File: src/rtl/shift_seq_ctrl.sv
// shift_seq_ctrl: valid/ready command sequencer for an a74194 shift register (or cascade).
// Define SHIFT_SEQ_RING_EN to add cmd_ring, which rotates instead of shifting in cmd_sin.
module shift_seq_ctrl #(
    parameter int WIDTH   = 4,
    parameter int COUNT_W = 4
) (
    input  logic               clk,
    input  logic               clr,
    input  logic               cmd_valid,
    output logic               cmd_ready,
    input  logic [1:0]         cmd_op,
    input  logic [COUNT_W-1:0] cmd_cnt,
    input  logic [WIDTH-1:0]   cmd_data,
    input  logic               cmd_sin,
`ifdef SHIFT_SEQ_RING_EN
    input  logic               cmd_ring,
`endif
    input  logic [WIDTH-1:0]   Q_in,
    output logic               M1,
    output logic               M0,
    output logic               SR,
    output logic               SL,
    output logic [WIDTH-1:0]   D,
    output logic               busy,
    output logic               done,
    output logic [WIDTH-1:0]   result
);
    localparam logic [1:0] IDLE = 2'd0, RUN = 2'd1, DONE = 2'd2;
    localparam logic [1:0] OP_LOAD = 2'b00, OP_SHR = 2'b01, OP_SHL = 2'b10, OP_HOLD = 2'b11;
    logic [1:0]         state_q, state_d, m_q, m_d;
    logic [COUNT_W-1:0] cnt_q, cnt_d, n;
    logic               sr_q, sr_d, sl_q, sl_d, done_q, done_d, accept, go;
    logic [WIDTH-1:0]   d_q, d_d, result_q, result_d;
    assign cmd_ready = state_q == IDLE;
    assign busy      = state_q != IDLE;
    assign accept    = cmd_valid && cmd_ready;
    assign n         = (cmd_op == OP_LOAD) ? COUNT_W'(1) : cmd_cnt;
    assign go        = accept && n != '0;
    // A zero count skips RUN entirely so the register is never touched.
    always_comb begin
        state_d  = accept ? (go ? RUN : DONE) :
                   (state_q == RUN && cnt_q <= COUNT_W'(1)) ? DONE :
                   (state_q == DONE) ? IDLE : state_q;
        cnt_d    = accept ? n : (state_q == RUN && cnt_q != '0) ? cnt_q - COUNT_W'(1) : cnt_q;
        m_d      = go ? ((cmd_op == OP_LOAD || cmd_op == OP_HOLD) ? ~cmd_op : cmd_op) :
                   (state_d == RUN) ? m_q : 2'b00;
        sr_d     = go ? (cmd_op == OP_SHR && cmd_sin) : (state_d == RUN && sr_q);
        sl_d     = go ? (cmd_op == OP_SHL && cmd_sin) : (state_d == RUN && sl_q);
        d_d      = (go && cmd_op == OP_LOAD) ? cmd_data : d_q;
        done_d   = state_q == DONE;
        result_d = (state_q == DONE) ? Q_in : result_q;
    end
    always_ff @(posedge clk or negedge clr) begin
        if (!clr) begin
            state_q  <= IDLE;
            cnt_q    <= '0;
            m_q      <= 2'b00;
            sr_q     <= 1'b0;
            sl_q     <= 1'b0;
            d_q      <= '0;
            done_q   <= 1'b0;
            result_q <= '0;
        end else begin
            state_q  <= state_d;
            cnt_q    <= cnt_d;
            m_q      <= m_d;
            sr_q     <= sr_d;
            sl_q     <= sl_d;
            d_q      <= d_d;
            done_q   <= done_d;
            result_q <= result_d;
        end
    end
`ifdef SHIFT_SEQ_RING_EN
    logic ring_q, ring_d;
    assign ring_d = accept ? cmd_ring : ring_q;
    always_ff @(posedge clk or negedge clr) begin
        if (!clr) ring_q <= 1'b0;
        else      ring_q <= ring_d;
    end
    // Mode pins are only 01/10 while shifting, so they double as the ring-direction gate.
    assign SR = (ring_q && m_q == 2'b01) ? Q_in[WIDTH-1] : sr_q;
    assign SL = (ring_q && m_q == 2'b10) ? Q_in[0] : sl_q;
`else
    assign SR = sr_q;
    assign SL = sl_q;
`endif
    assign M1     = m_q[1];
    assign M0     = m_q[0];
    assign D      = d_q;
    assign done   = done_q;
    assign result = result_q;
endmodule

File: config.mk
export PLATFORM = sky130hd
export DESIGN_NAME = shift_seq_ctrl
export DESIGN_NICKNAME = d
export VERILOG_FILES = /design/src/rtl/shift_seq_ctrl.sv
export SDC_FILE = /design/constraint.sdc
export NUM_CORES = 1
export LEC_CHECK = 0
export ABC_AREA = 1
export CAP_MARGIN = 30
export CORE_UTILIZATION = 60
export CTS_BUF_LIST = sky130_fd_sc_hd__clkbuf_4 sky130_fd_sc_hd__clkbuf_8 sky130_fd_sc_hd__clkbuf_16
export DETAILED_ROUTE_END_ITERATION = 8
export DONT_BUFFER_PORTS = 1
export HOLD_SLACK_MARGIN = 0.02
export PLACE_DENSITY = 0.76
export SLEW_MARGIN = 10
export SYNTH_ARGS = -nofsm -noshare
export SYNTH_HDL_FRONTEND = slang
export SYNTH_SLANG_ARGS = --single-unit
File: constraint.sdc
create_clock -name clk -period 2.95 [get_ports clk]
set_clock_uncertainty 0.2 [all_clocks]
set_input_delay 0.1475 -clock clk [delete_from_list [all_inputs] [get_ports clk]]
set_output_delay 0.1475 -clock clk [all_outputs]
set_load 0.02 [all_outputs]
==> flow_summary.toml, run 1 <==
[outcome]
outcome = "complete, no violations"

[setup_path]
crit_path_top_delay_cell = "dlygate4sd3_1"
crit_path_end_kind = "flop"
crit_path_cell_trace = "dlygate4sd3_1 -> nor2_1 -> nand3b_2 -> dlygate4sd3_1 -> nand2_4 -> inv_4 -> nand3_1 -> dlygate4sd3_1 -> nand2_1"
path_class = "input pin to flop"
cp_top_family = "buffers and inverters"
startpoint_type = "input pin"
crit_arrival_ns = 2.38
cp.required_ns = 2.95
critPathMaxStageDelay_ns = 0.61
worst-path-buf-inv = 4
cpMostUsedCell = "dlygate4sd3_1"
crit_fanout = 7

[global_routing]
antenna_found_initial = 0
grt_overflow = 0
grt_pass1_vias = 859
grt_max_degree = 20
grt_pass1_wl_mm = 3.50
grt_usage = 0.264

[sta]
finalCriticalPeriod_ns = 2.38
min_period_over_period = 0.807
setup_violations = 0
drv_slew = 0
max_slew.worst_pin.slew_ns = 0.834
slew_headroom = 0.442
grt_setup_unrepaired = "no"
finalSetupTns_ns = 0
hold_viol = 0
setup_ws_ns = 0.570
fmax_mhz = 420

[power_and_ir_drop]
leakage_uw = 0.000649
max-vdd-ir-drop_mv = 0.257
power_per_cell_area_mw_per_mm2 = 348
power_uw = 428

[logic_synthesis]
synth.largest_area_cell = "dfrtp_1"
yosys-top-cells-area = "dfrtp_1 48%, nand2_1 18%, ha_1 7.6%, nand3_1 5.6%, o21ai_0 4.6%"
yosys_warnings = 0
synth_cell_types = 13
syn_area_um2 = 985
ys_ff_latch = 19
synth_cells = 120
synth-seq-area-share = 0.483
syn_nets = 144
yosysTopAreaCellShare = 0.483
syn_avg_cell_area_um2 = 8.21

[place]
gp_congestion = 0.911
io_buffers = 0
dp_hpwl_mm = 1.36
pre_cts_slack_ns = 1.25
post_dp_cell_area_mm2 = 0.00100

[cells_and_area]
fillCellCount = 106
syn_to_final_growth_pct = 25.2
drive_above_1_share = 0.0764
nets = 169
mostFrequentLayoutCells = "47 x nand2_1, 20 x dlygate4sd3_1, 19 x dfrtp_1, 12 x inv_1, 11 x nand3_1"
final_common_cell = "nand2_1"
design_area_mm2 = 0.00123
antennaDiodeCount = 0

[clock_network]
clkSinkCount = 19
clk_pin_slew_ns = 0.11
clockBufferDepth = 2
h-tree-depth = 1
cts_resized = 0
cts_made_buffers = 3
clk_latency_ns = 0.29
cts_root_buf = "clkbuf_4"
cts_tree = "built"

[die]
dieArea_mm2 = 0.00181
io-pin-count = 33
start_util = 0.646
coreArea_mm2 = 0.00152
die_y_um = 42.5
rows = 14
die_w_um = 42.5

[drt]
dr.pass1.iters = 4
finalWirelength_mm = 2.18
drc = 0
avgViaCountPerCell = 5.52
num_vias = 883
drtAntennaViolNets = 0
routedWlPerCell_um = 13.7
first_iter_violations = 22

[min_path]
hold_class = "input pin to flop"

[run]
drv_cap = 0
routing by layer:
layer / global-route usage / vias up / part of all wire
li1: - / 425 / -
met3: 0.0431 / 7 / 0.043
met4: 0.0938 / 0 / 0.017
met2: 0.520 / 32 / 0.53
met5: 0 / - / 0
met1: 0.272 / 419 / 0.41
kinds of logic (layout without fill, tap and decap cells):
group                      Yosys count  in the layout  share of synthesized area
adders and majority gates            6              6                     0.0762
xor gates and xnor gates             3              3                     0.0267
AOI/OAI and AO/OA                    9              9                     0.0457
DFF                                 19             19                      0.483
and+or+nand+nor                     69             69                      0.310
buffers and inverters               14             38                     0.0584
path summary, 6_finish.rpt:
check | endpoint | depth (start not counted) | slack (ns) | from
setup reg to reg | state_q[1] | 7 | 0.89 | cnt_q[0]
hold reg to reg | cnt_q[3] | 2 | 0.36 | cnt_q[3]
min in group asynchronous | D[0] | 1 | 0.19 | clr
hold / removal | cnt_q[0] | 4 | 0.06 | cmd_cnt[0]
max in group asynchronous | result[0] | 1 | 1.85 | clr
setup / recovery | SL | 9 | 0.57 | cmd_cnt[2]
power breakdown:
group          total, uW  internal (uW)  switching [uW]
sequential           260            260               0
combinational       37.1           20.2            16.9
clock                131           50.4            80.5
stage by stage:
stage,cells,utilization,hold WS [ns]
4_1_cts,160,0.809,0.0476
5_1_grt,160,0.809,0.0877
2_1_floorplan,120,-,-0.348
3_3_place_gp,136,0.659,-0.348
6_report,160,0.809,0.0570
3_5_place_dp,136,0.659,-0.348
sequential cells by signal (all words and copies together) (netlist names):
register  count
SL            1
state_q       2
SR            1
D             4
result        4
m_q           2
cnt_q         4
done          1
Yosys cell counts:
| library cell | n |
|---|---|
| ha_1 | 6 |
| xor2_1 | 3 |
| nor2_4 | 1 |
| nand2_2 | 1 |
| nand3_1 | 11 |
| nand2_1 | 47 |
| nand2_4 | 2 |
| inv_1 | 12 |
| nor2_1 | 6 |
| nand3b_2 | 1 |
| o21ai_0 | 9 |
| inv_4 | 2 |
| dfrtp_1 | 19 |
what timing repair did:
| item | 4_1_cts | 5_1_grt |
|---|---|---|
| endpoints found under the setup margin | 0 | 0 |
| buffers inserted | 0 | 0 |
| hold buffers | 20 | 0 |
| endpoints found under the hold margin | 36 | 0 |
worst register-to-register path, cell delays in order, from the launching register on:
cell	delay, ns
dfrtp_1	0.36
inv_1	0.11
ha_1	0.24
o21ai_0	0.22
nand2_1	0.09
nand2_1	0.08
o21ai_0	0.10
dlygate4sd3_1	0.57
cell type report:
class                      instances  area (um2)  share of cell area
tap                               16        20.0              0.0162
multi-input combinational         87         452               0.366
sequential                        19         475               0.386
inverter                          14        57.6              0.0467
timing repair buffer              20         200               0.162
clock inverter                     1        5.00             0.00406
clock buffer                       3        22.5              0.0183
Note: power is estimated with default switching activity, not from simulation.
==> inputs of run 2 (changes only) <==
- ABC_AREA: 1 -> 0
- clock period: 2.95 -> 2.2 ns (I/O delays scaled with it)
==> flow_summary.toml, run 2 <==
[logic_synthesis]
post-synth-top-count-cell = "dfrtp_1"
synth_cells = 88
yosys_warnings = 0
yosys-top-cells-area = "dfrtp_1 49%, mux2_2 9.3%, ha_1 7.8%, o21ai_0 3.6%, inv_1 3.1%"
synth_cell_types = 28
syn_avg_cell_area_um2 = 11.0
synthArstFlopShare = 1.00
ys.flop_type = "dfrtp_1"
synth-seq-area-share = 0.491
yosysTopAreaCellShare = 0.491
ys_ff_latch = 19
syn_nets = 112
syn_area_um2 = 968
synth-edff-count = 0
synth_common_cells = "19 x dfrtp_1, 8 x inv_1, 8 x mux2_2, 8 x nor2_1, 7 x o21ai_0"
synth.largest_area_cell = "dfrtp_1"

[setup_path]
r2r-start = "state_q[0]"
r2r_end = "state_q[0]"
crit_fanout = 2
reg2regPathDepth = 5
cp.required_ns = 2.23
path_class = "input pin to flop"
crit_arrival_ns = 2.08
crit_path_end = "state_q[1]"
startpoint_type = "input pin"
rrSetupSlack_ns = 0.18
critPathLaunch = "cmd_cnt[0]"
crit_path_end_kind = "flop"

[place]
post_dp_cell_area_um2 = 983
gp_congestion = 0.846
io_buffers = 0
dp_hpwl_mm = 1.24

[clock_network]
cts_root_buf = "clkbuf_4"
cts_tree = "built"
clockBufferDepth = 2
cts_made_buffers = 3
clkSinkCount = 19
clk_latency_ns = 0.29
h-tree-depth = 1
postCtsSetupBuffers = 0
clk_pin_slew_ns = 0.10

[global_routing]
grt_usage = 0.245
grt_pass1_wl_mm = 3.32
antenna_found_initial = 0
grt_overflow = 0
grt_pass1_vias = 811
grt_max_degree = 20

[drt]
routedWlPerCell_um = 14.8
wl_met2_um = 989
drc = 0
wl_met3_um = 107
first_iter_violations = 12
num_vias = 742
top_layer_used = "met4"
drtAntennaViolNets = 0
avgViaCountPerCell = 5.71
finalWirelength_mm = 1.93
dr.pass1.iters = 4
wl_met1_um = 817

[sta]
drv_slew = 0
finalCriticalPeriod_ns = 2.05
fmax_mhz = 488
hold_viol = 0
hold-worst-slack_ns = 0.0998
grt_setup_unrepaired = "no"
finalSetupTns_ns = 0
max_slew.worst_pin.slew_ns = 0.430
setup_violations = 0
slew_headroom = 0.712
min_period_over_period = 0.932

[die]
rows = 14
start_util = 0.643
die_w_um = 42.2
io-pin-count = 33
die_y_um = 42.2
coreArea_mm2 = 0.00151
dieArea_mm2 = 0.00178

[cells_and_area]
finish.utilization = 0.829
fillCellCount = 86
design_area_mm2 = 0.00125
final_common_cell = "dlygate4sd3_1"
mostFrequentLayoutCells = "22 x dlygate4sd3_1, 19 x dfrtp_1, 8 x inv_1, 8 x nor2_1, 8 x mux2_2"
drive_above_1_share = 0.167
antennaDiodeCount = 0
nets = 139
syn_to_final_growth_pct = 28.9

[power_and_ir_drop]
max-vdd-ir-drop_mv = 0.785
power_per_cell_area_mw_per_mm2 = 1150
leakage_uw = 0.000569

[min_path]
min_from = "cmd_valid"
hold_class = "input pin to flop"

[outcome]
outcome = "complete, no violations"

[run]
drv_cap = 0
[run 2: cell count changes in the layout (fill, tap and decap cells not counted), moves of 3 or more]
cell,delta
inv_1,-4
nand3_1,-9
a31oi_1,+3
xor2_1,-3
mux2_2,+8
nand2_1,-43
[run 2: worst min-delay path by stage]
stage	end	slack, ns	cells past startpoint
3_3_place_gp	cnt_q[2]	-0.39	0
5_1_grt	m_q[0]	0.13	4
3_5_place_dp	cnt_q[2]	-0.39	0
2_1_floorplan	D[0]	-0.39	0
6_report	cnt_q[2]	0.1	3
4_1_cts	cnt_q[0]	0.08	4
[run 2: cell families (layout without fill, tap and decap cells)]
logic type      after synthesis  in the layout  synth area share
simple gates                 24             24             0.136
flops                        19             19             0.491
compound gates               17             17             0.120
mux                          10             10             0.114
buf+inv                      10             36            0.0439
fa+ha+maj                     6              6            0.0775
xor+xnor                      2              2            0.0181
[run 2: metrics by stage]
step	power, uW	setup WS (ns)	std cells
after floorplan	1100	0.556	88
after global placement	1170	0.463	103
after detailed placement	1190	0.441	103
after CTS	1420	0.198	128
after global routing	1540	0.0784	130
final	1430	0.149	130
[run 2: repair_timing]
| action | in CTS | in global routing |
|---|---|---|
| endpoints found under the hold margin | 37 | 1 |
| hold buffers | 21 | 1 |
| resized for setup | 0 | 0 |
[run 2: metal layers]
metal  vias to the layer above  global-route usage
li1                        358                   -
met3                         2              0.0733
met4                         0               0.113
met5                         -                   0
met2                        25               0.403
met1                       357               0.295
[run 2: worst max-delay path, cell delays in order]
cell	delay [ns]
dlygate4sd3_1	0.57
or4_4	0.54
nor2_4	0.11
a31oi_1	0.10
dlygate4sd3_1	0.56
nor2_1	0.08
[run 2: cell type report]
cell class                 count  area [um2]  area share
clock buffer                   4        30.0      0.0240
timing repair buffer          24         243       0.194
multi-input combinational     59         450       0.361
inverter                       8        30.0      0.0240
tap                           16        20.0      0.0160
sequential                    19         475       0.381
[run 2: power breakdown]
part	switching [uW]	internal (uW)	total [uW]
clock	100	82.9	183
sequential	238	493	731
combinational	258	262	520
